==> src/rtl/fu_pkg.sv <==
// Shared definitions for the functional-unit wrappers.
//   - Default operand/result and tag widths used by every FU wrapper.
//   - Issue controller FSM state encoding (2-bit) and its enum type.
package fu_pkg;

  localparam int FU_DATA_WIDTH = 32;
  localparam int FU_TAG_WIDTH  = 4;

  localparam logic [1:0] ST_IDLE  = 2'd0;
  localparam logic [1:0] ST_ISSUE = 2'd1;
  localparam logic [1:0] ST_WAIT  = 2'd2;
  localparam logic [1:0] ST_WB    = 2'd3;

  typedef enum logic [1:0] {
    S_IDLE  = ST_IDLE,
    S_ISSUE = ST_ISSUE,
    S_WAIT  = ST_WAIT,
    S_WB    = ST_WB
  } fu_state_e;

endpackage : fu_pkg

==> src/rtl/fu_op_fifo.sv <==
// Operation FIFO for the FU issue controller: DEPTH entries of WIDTH bits.
// Ports:
//   clk, rst     clock, synchronous active-high reset (empties the FIFO)
//   push         write push_data (ignored when full)
//   push_data    entry to write
//   pop          drop the head entry (ignored when empty)
//   head_data    current head entry (valid when not empty)
//   full, empty  occupancy flags
//   count        number of stored entries (0..DEPTH)
// DEPTH must be a power of two so the pointers wrap by plain overflow.
module fu_op_fifo #(
  parameter int WIDTH = 68,
  parameter int DEPTH = 4
) (
  input  logic                     clk,
  input  logic                     rst,
  input  logic                     push,
  input  logic [WIDTH-1:0]         push_data,
  input  logic                     pop,
  output logic [WIDTH-1:0]         head_data,
  output logic                     full,
  output logic                     empty,
  output logic [$clog2(DEPTH):0]   count
);

  localparam int PTR_W = $clog2(DEPTH);
  localparam logic [PTR_W:0] FULL_COUNT = (PTR_W + 1)'(DEPTH);
  localparam logic [PTR_W-1:0] PTR_ONE = PTR_W'(1);
  localparam logic [PTR_W:0] CNT_ONE = (PTR_W + 1)'(1);

  logic [WIDTH-1:0] mem_q [DEPTH];
  logic [PTR_W-1:0] wr_ptr_q, wr_ptr_d;
  logic [PTR_W-1:0] rd_ptr_q, rd_ptr_d;
  logic [PTR_W:0]   count_q, count_d;
  logic             do_push;
  logic             do_pop;

  assign full      = (count_q == FULL_COUNT);
  assign empty     = (count_q == '0);
  assign count     = count_q;
  assign head_data = mem_q[rd_ptr_q];

  // A push is refused while full even if a pop happens in the same cycle.
  assign do_push = push & ~full;
  assign do_pop  = pop & ~empty;

  // Next pointer and occupancy values.
  always_comb begin
    wr_ptr_d = wr_ptr_q;
    rd_ptr_d = rd_ptr_q;
    count_d  = count_q;
    case ({do_push, do_pop})
      2'b10: begin
        wr_ptr_d = wr_ptr_q + PTR_ONE;
        count_d  = count_q + CNT_ONE;
      end
      2'b01: begin
        rd_ptr_d = rd_ptr_q + PTR_ONE;
        count_d  = count_q - CNT_ONE;
      end
      2'b11: begin
        wr_ptr_d = wr_ptr_q + PTR_ONE;
        rd_ptr_d = rd_ptr_q + PTR_ONE;
      end
      default: begin
        count_d = count_q;
      end
    endcase
  end

  // Pointer and occupancy registers.
  always_ff @(posedge clk) begin
    if (rst) begin
      wr_ptr_q <= '0;
      rd_ptr_q <= '0;
      count_q  <= '0;
    end else begin
      wr_ptr_q <= wr_ptr_d;
      rd_ptr_q <= rd_ptr_d;
      count_q  <= count_d;
    end
  end

  // Entry storage; contents need no reset because count gates every read.
  always_ff @(posedge clk) begin
    if (do_push) begin
      mem_q[wr_ptr_q] <= push_data;
    end
  end

endmodule : fu_op_fifo

==> src/rtl/fu_issue_ctrl.sv <==
// Initiator side of the FU handshake: queues tagged operand pairs, issues
// them one at a time to a single FU and returns each result with its tag on
// a valid/ready writeback port, in dispatch order.
// Ports:
//   clk, rst                     clock, synchronous active-high reset
//   in_valid/in_ready            dispatch handshake (in_ready = FIFO not full)
//   in_data_0/1, in_tag          operands and destination tag
//   fu_ce                        one-cycle issue strobe to the FU
//   fu_data_0/1                  operands to the FU (FIFO head)
//   fu_idle                      FU can accept an operation
//   fu_done, fu_result           FU completion and its result
//   wb_valid/wb_ready            writeback handshake
//   wb_result, wb_tag            captured result and its tag
//   busy                         work queued or in flight
module fu_issue_ctrl
  import fu_pkg::*;
#(
  parameter int DATA_WIDTH = FU_DATA_WIDTH,
  parameter int TAG_WIDTH  = FU_TAG_WIDTH,
  parameter int DEPTH      = 4
) (
  input  logic                  clk,
  input  logic                  rst,
  input  logic                  in_valid,
  output logic                  in_ready,
  input  logic [DATA_WIDTH-1:0] in_data_0,
  input  logic [DATA_WIDTH-1:0] in_data_1,
  input  logic [TAG_WIDTH-1:0]  in_tag,
  output logic                  fu_ce,
  output logic [DATA_WIDTH-1:0] fu_data_0,
  output logic [DATA_WIDTH-1:0] fu_data_1,
  input  logic                  fu_idle,
  input  logic [DATA_WIDTH-1:0] fu_result,
  input  logic                  fu_done,
  output logic                  wb_valid,
  input  logic                  wb_ready,
  output logic [DATA_WIDTH-1:0] wb_result,
  output logic [TAG_WIDTH-1:0]  wb_tag,
  output logic                  busy
);

  localparam int ENTRY_W = 2 * DATA_WIDTH + TAG_WIDTH;
  localparam int CNT_W   = $clog2(DEPTH) + 1;

  logic [ENTRY_W-1:0]    push_entry;
  logic [ENTRY_W-1:0]    head_entry;
  logic                  fifo_full;
  logic                  fifo_empty;
  logic [CNT_W-1:0]      fifo_count;
  logic                  fifo_push;
  logic                  fifo_pop;
  logic [TAG_WIDTH-1:0]  head_tag;
  logic                  issue_ok;

  fu_state_e             state_q, state_d;
  logic                  fu_ce_q, fu_ce_d;
  logic [TAG_WIDTH-1:0]  tag_q, tag_d;
  logic                  wb_valid_q, wb_valid_d;
  logic [DATA_WIDTH-1:0] wb_result_q, wb_result_d;
  logic [TAG_WIDTH-1:0]  wb_tag_q, wb_tag_d;

  assign push_entry = {in_tag, in_data_1, in_data_0};
  assign fifo_push  = in_valid & in_ready;
  assign fifo_pop   = (state_q == S_ISSUE);

  fu_op_fifo #(
    .WIDTH (ENTRY_W),
    .DEPTH (DEPTH)
  ) u_fifo (
    .clk       (clk),
    .rst       (rst),
    .push      (fifo_push),
    .push_data (push_entry),
    .pop       (fifo_pop),
    .head_data (head_entry),
    .full      (fifo_full),
    .empty     (fifo_empty),
    .count     (fifo_count)
  );

  assign fu_data_0 = head_entry[DATA_WIDTH-1:0];
  assign fu_data_1 = head_entry[2*DATA_WIDTH-1:DATA_WIDTH];
  assign head_tag  = head_entry[ENTRY_W-1:2*DATA_WIDTH];

  assign issue_ok  = ~fifo_empty & fu_idle;

  assign in_ready  = ~fifo_full;
  assign busy      = (fifo_count != '0) | (state_q != S_IDLE);
  assign fu_ce     = fu_ce_q;
  assign wb_valid  = wb_valid_q;
  assign wb_result = wb_result_q;
  assign wb_tag    = wb_tag_q;

  // Next-state and output-register values. fu_done is only looked at in
  // WAIT: an idle FU is allowed to leave its done flag high.
  always_comb begin
    state_d     = state_q;
    fu_ce_d     = 1'b0;
    tag_d       = tag_q;
    wb_valid_d  = wb_valid_q;
    wb_result_d = wb_result_q;
    wb_tag_d    = wb_tag_q;
    case (state_q)
      S_IDLE: begin
        if (issue_ok) begin
          state_d = S_ISSUE;
          fu_ce_d = 1'b1;
        end else begin
          state_d = S_IDLE;
        end
      end
      S_ISSUE: begin
        // Head pops this cycle, so its tag must be kept for the writeback.
        tag_d   = head_tag;
        state_d = S_WAIT;
      end
      S_WAIT: begin
        if (fu_done) begin
          wb_result_d = fu_result;
          wb_tag_d    = tag_q;
          wb_valid_d  = 1'b1;
          state_d     = S_WB;
        end else begin
          state_d = S_WAIT;
        end
      end
      S_WB: begin
        if (wb_ready) begin
          wb_valid_d = 1'b0;
          // Go straight back to ISSUE when more work is ready.
          if (issue_ok) begin
            state_d = S_ISSUE;
            fu_ce_d = 1'b1;
          end else begin
            state_d = S_IDLE;
          end
        end else begin
          state_d = S_WB;
        end
      end
      default: begin
        state_d    = S_IDLE;
        wb_valid_d = 1'b0;
      end
    endcase
  end

  // FSM state and registered outputs; reset drops any in-flight work.
  always_ff @(posedge clk) begin
    if (rst) begin
      state_q     <= S_IDLE;
      fu_ce_q     <= 1'b0;
      tag_q       <= '0;
      wb_valid_q  <= 1'b0;
      wb_result_q <= '0;
      wb_tag_q    <= '0;
    end else begin
      state_q     <= state_d;
      fu_ce_q     <= fu_ce_d;
      tag_q       <= tag_d;
      wb_valid_q  <= wb_valid_d;
      wb_result_q <= wb_result_d;
      wb_tag_q    <= wb_tag_d;
    end
  end

endmodule : fu_issue_ctrl

==> config.mk <==
export PLATFORM = sky130hd
export DESIGN_NAME = fu_issue_ctrl
export DESIGN_NICKNAME = d
export VERILOG_FILES = /design/src/rtl/fu_pkg.sv /design/src/rtl/fu_op_fifo.sv /design/src/rtl/fu_issue_ctrl.sv
export SDC_FILE = /design/constraint.sdc
export NUM_CORES = 1
export LEC_CHECK = 0
export ABC_AREA = 1
export BUFFER_PORTS_ARGS = -buffer_cell sky130_fd_sc_hd__clkbuf_2
export CAP_MARGIN = 25
export CELL_PAD_IN_SITES_DETAIL_PLACEMENT = 0
export CELL_PAD_IN_SITES_GLOBAL_PLACEMENT = 1
export CORE_AREA = 2 2 168 170
export CTS_CLUSTER_SIZE = 16
export DETAILED_ROUTE_END_ITERATION = 16
export DIE_AREA = 0 0 170 172
export MAX_ROUTING_LAYER = met4
export PLACE_DENSITY = 0.87
export SLEW_MARGIN = 5
export SYNTH_ARGS = -nofsm -noshare
export SYNTH_HDL_FRONTEND = slang
export SYNTH_SLANG_ARGS = --single-unit
==> constraint.sdc <==
create_clock -name clk -period 8.2 [get_ports clk]
set_input_delay 1.23 -clock clk [delete_from_list [all_inputs] [get_ports clk]]
set_output_delay 1.23 -clock clk [all_outputs]
set_load 0.05 [all_outputs]
==> results.md <==
* Vias per cell at 5.094
* Worst-path cell chain: buf_4 > o21ai_0 > o22ai_1 > clkbuf_2
* Layout cells sized above 1 at between 20% and 30%
* Leak pwr at 5.582 nW
* Worst-Skew Late Latency at 510 ps
* F_max at 244.3 MHz
* Initial antenna violation count at 1
* HP Start: tag_q[0]$_SDFFE_PP0N_
* I/O Pins at 210
* Peak supply drop at 201.5 µV
* Cell count after placement at 1,471
* Post-DRT Antenna Nets at 0
* Hold_buf cts at 0
* Hpwl dp at 14.73 mm
* Worst Hold Class: reg2reg
* CP delay by family, top: buffers and inverters
* Fin. max-slew vios at 0
* DRC at 0
* Synthesized area at 0.01275 mm²
* Number of global-route vias before repair at about 7,600
* Critical Path AT at roughly 2900 ps
* Cells after Synth at 1,026
* Max Cap Violations at 0
* Final setup TNS at 0 ps
* # rows at 61
* Dominant cells by area after synthesis: edfxtp_1 64%, dfxtp_1 8.3%, o21ai_0 6.3%
* Ys Warns at 0
* Hold_ws at 455.8 ps
* Synth Area in Simple Gates at ~8.1%
* Flops & latches, synth at 325
* Gr ovfl total at 0
* Critical path's slowest cell: dfxtp_4
* Xor and xnor area share after synthesis at 0%
* PortBufs at around 210
* Post-synthesis mux area share at 0%
* Worst Clk Skew at 10.97 ps
* Endpoint class of the critical path: primary output
* First-pass GRT wire length at 40.32 mm
* CTS sink cnt at 325
* Synth Net Count at 1,145
* Clk buf depth at 3
* H-Tree Depth at 2
* Post-synth EDFFs at 272
* DR vias at between 7,000 and 8,000
* Status: completed
* Clock transition at path regs at 60 ps
* CTS tree: yes
* Die area at a little under 0.03 mm²
* Compound-Gate Fraction of Synth Area at 10.43%
* Postcts setup bufs at 0
* Crit path kind: reg2out
* RSZ-0062 raised after global routing: false
* GP Congestion at 0.7346
* Layout Cells excl Fill at 1,538
* First-pass DRT Iterations at 4
* Buf+Inv Stages, Crit Path at 2
* Fin nets at between 1,000 and 1,500
* Main synth FF type: edfxtp_1
* Sequential share of the synthesized area at 72.38%
* Hold Fails Final Rpt at 0
* Height of the die at about 170 µm
* Worst R2R Start: state_q[1]$_SDFF_PP0_
* Mean Syn Cell Area at about 12 µm²
* Total Wirelength at 26.32 mm
* GRT Util Overall at 18.36%
* CTS buffer count at 36
* Largest net degree at the start of global routing at roughly 140
* Combinational family with the most area after synthesis: compound AO/OA/AOI/OAI gates
* Starting DRT DRC Count at roughly 540
* Starting Density at 46.40%
* Fraction of registers with async set or reset after synthesis at 0%
* Cell variety after synth at 23
* Setup violations, final at 0
* Cell Pwr Density at around 260 mW/mm²
* Adder-cell share of the synthesized area at 1.335%
* Startpoint types: flop
* Fraction of the cycle the final worst path needs at 49.91%
* Mean routed wirelength per cell at 17.11 µm
* Area Overhead vs Synth at 15.09%
* Worst EP required at between 6000 and 7000 ps
* CP max stage delay at ~860 ps
* Dominant cell type by area after synthesis: edfxtp_1
* Clock Root Buffer: clkbuf_16
* Worst-Margin Slew at a little under 1000 ps
* Die width at 170 µm
* Synth top area share at 64.06%
* PostCTS Resize Cnt at 0
* Min Tclk post-route at 4093 ps
* Max-slew headroom at 35.91%
* Core area at between 0.02 and 0.03 mm²
* Critical path fanouts, max at between 70 and 80
## layer usage
metal  vias to the layer above  wire, µm  track usage, %
met5                         -         0               -
met4                         0       566           6.243
met3                        42      1896           4.921
met2                       226     12570           30.49
met1                      3717     11290           21.90
li1                       3849         -               -
## tightest hold or removal path: stages (launching register included)
cell and delay [ps]:
dfxtp_1 290, inv_1 60, a21oi_1 50
## cells by family after synthesis
group                      after synthesis
AOI/OAI and AO/OA                      249
adders and majority gates               13
buffers and inverters                  171
DFF                                    325
and+or+nand+nor                        268
## per-stage QoR
step	worst slack, ps	util, %	power [mW]	area, µm²
floorplan	3471	-	2.378	12750
global placement	4627	49.29	2.454	13540
detailed placement	4596	49.29	2.463	13540
CTS	4042	53.18	3.911	14610
global route	3900	53.41	4.028	14670
finish	4107	53.41	3.875	14670
## where the power goes
group          switching (mW)  internal, mW
clock network           0.607         0.841
logic                   0.386         0.113
registers              0.0317          1.90
total                    1.03          2.85
## flip-flops by register name (all words and copies together) (netlist names), named ones only
register and count:
wb_result 32, tag_q 4, state_q 2, u_fifo.rd_ptr_q 2
u_fifo.wr_ptr_q 2, wb_valid 1, fu_ce 1, u_fifo.mem_q 272
u_fifo.count 3, wb_tag 4
## placed cells by master, fill, tap and decap left out
| cell | instances |
|---|---|
| dfxtp_2 | 1 |
| nor2_1 | 207 |
| clkinv_2 | 9 |
| clkbuf_8 | 2 |
| clkinv_1 | 9 |
| clkbuf_2 | 209 |
| dfxtp_1 | 51 |
| nor2_4 | 4 |
| ha_1 | 12 |
| buf_12 | 3 |
| clkbuf_16 | 37 |
| diode_2 | 1 |
| a21oi_1 | 13 |
| edfxtp_1 | 272 |
| o21a_1 | 1 |
| o21ai_1 | 10 |
| o22ai_1 | 64 |
| nand3_1 | 17 |
| o21ai_0 | 160 |
| nand2_1 | 40 |
| inv_1 | 47 |
| buf_4 | 10 |
| inv_6 | 4 |
| fa_1 | 1 |
| a31oi_1 | 1 |
| dfxtp_4 | 1 |
| clkbuf_1 | 4 |
| inv_2 | 2 |
## synthesized netlist by cell type, types with 2 or more instances
| library cell | n |
|---|---|
| edfxtp_1 | 272 |
| nor2_1 | 211 |
| o21ai_0 | 160 |
| buf_4 | 66 |
| o22ai_1 | 64 |
| dfxtp_1 | 53 |
| inv_1 | 47 |
| nand2_1 | 40 |
| buf_2 | 20 |
| clkbuf_1 | 20 |
| nand3_1 | 17 |
| a21oi_1 | 13 |
| ha_1 | 12 |
| o21ai_1 | 10 |
| buf_6 | 9 |
| clkbuf_2 | 4 |
| inv_2 | 2 |
## cell type report
class	instances	area (µm²)
diodes	1	2.502
multi-input cells	530	2557
flip-flops and latches	325	9234
repair buffers	222	1181
clock buffers	43	968.4
inverters	51	197.7
clock inverters	20	100.1
well taps	346	432.9
fillers	2317	12800
## final timing paths
| kind | endpoint | slack, ps | cells after the start |
|---|---|---|---|
| max | fu_data_1[18] | 4110 | 4 |
| max reg2reg | u_fifo.count[2]$_SDFFE_PP0P_ | 6010 | 13 |
| min reg2reg | wb_tag[0]$_SDFFE_PP0P_ | 460 | 2 |
| min | wb_tag[0]$_SDFFE_PP0P_ | 460 | 2 |
No activity file was read; power rests on OpenSTA's default activity.
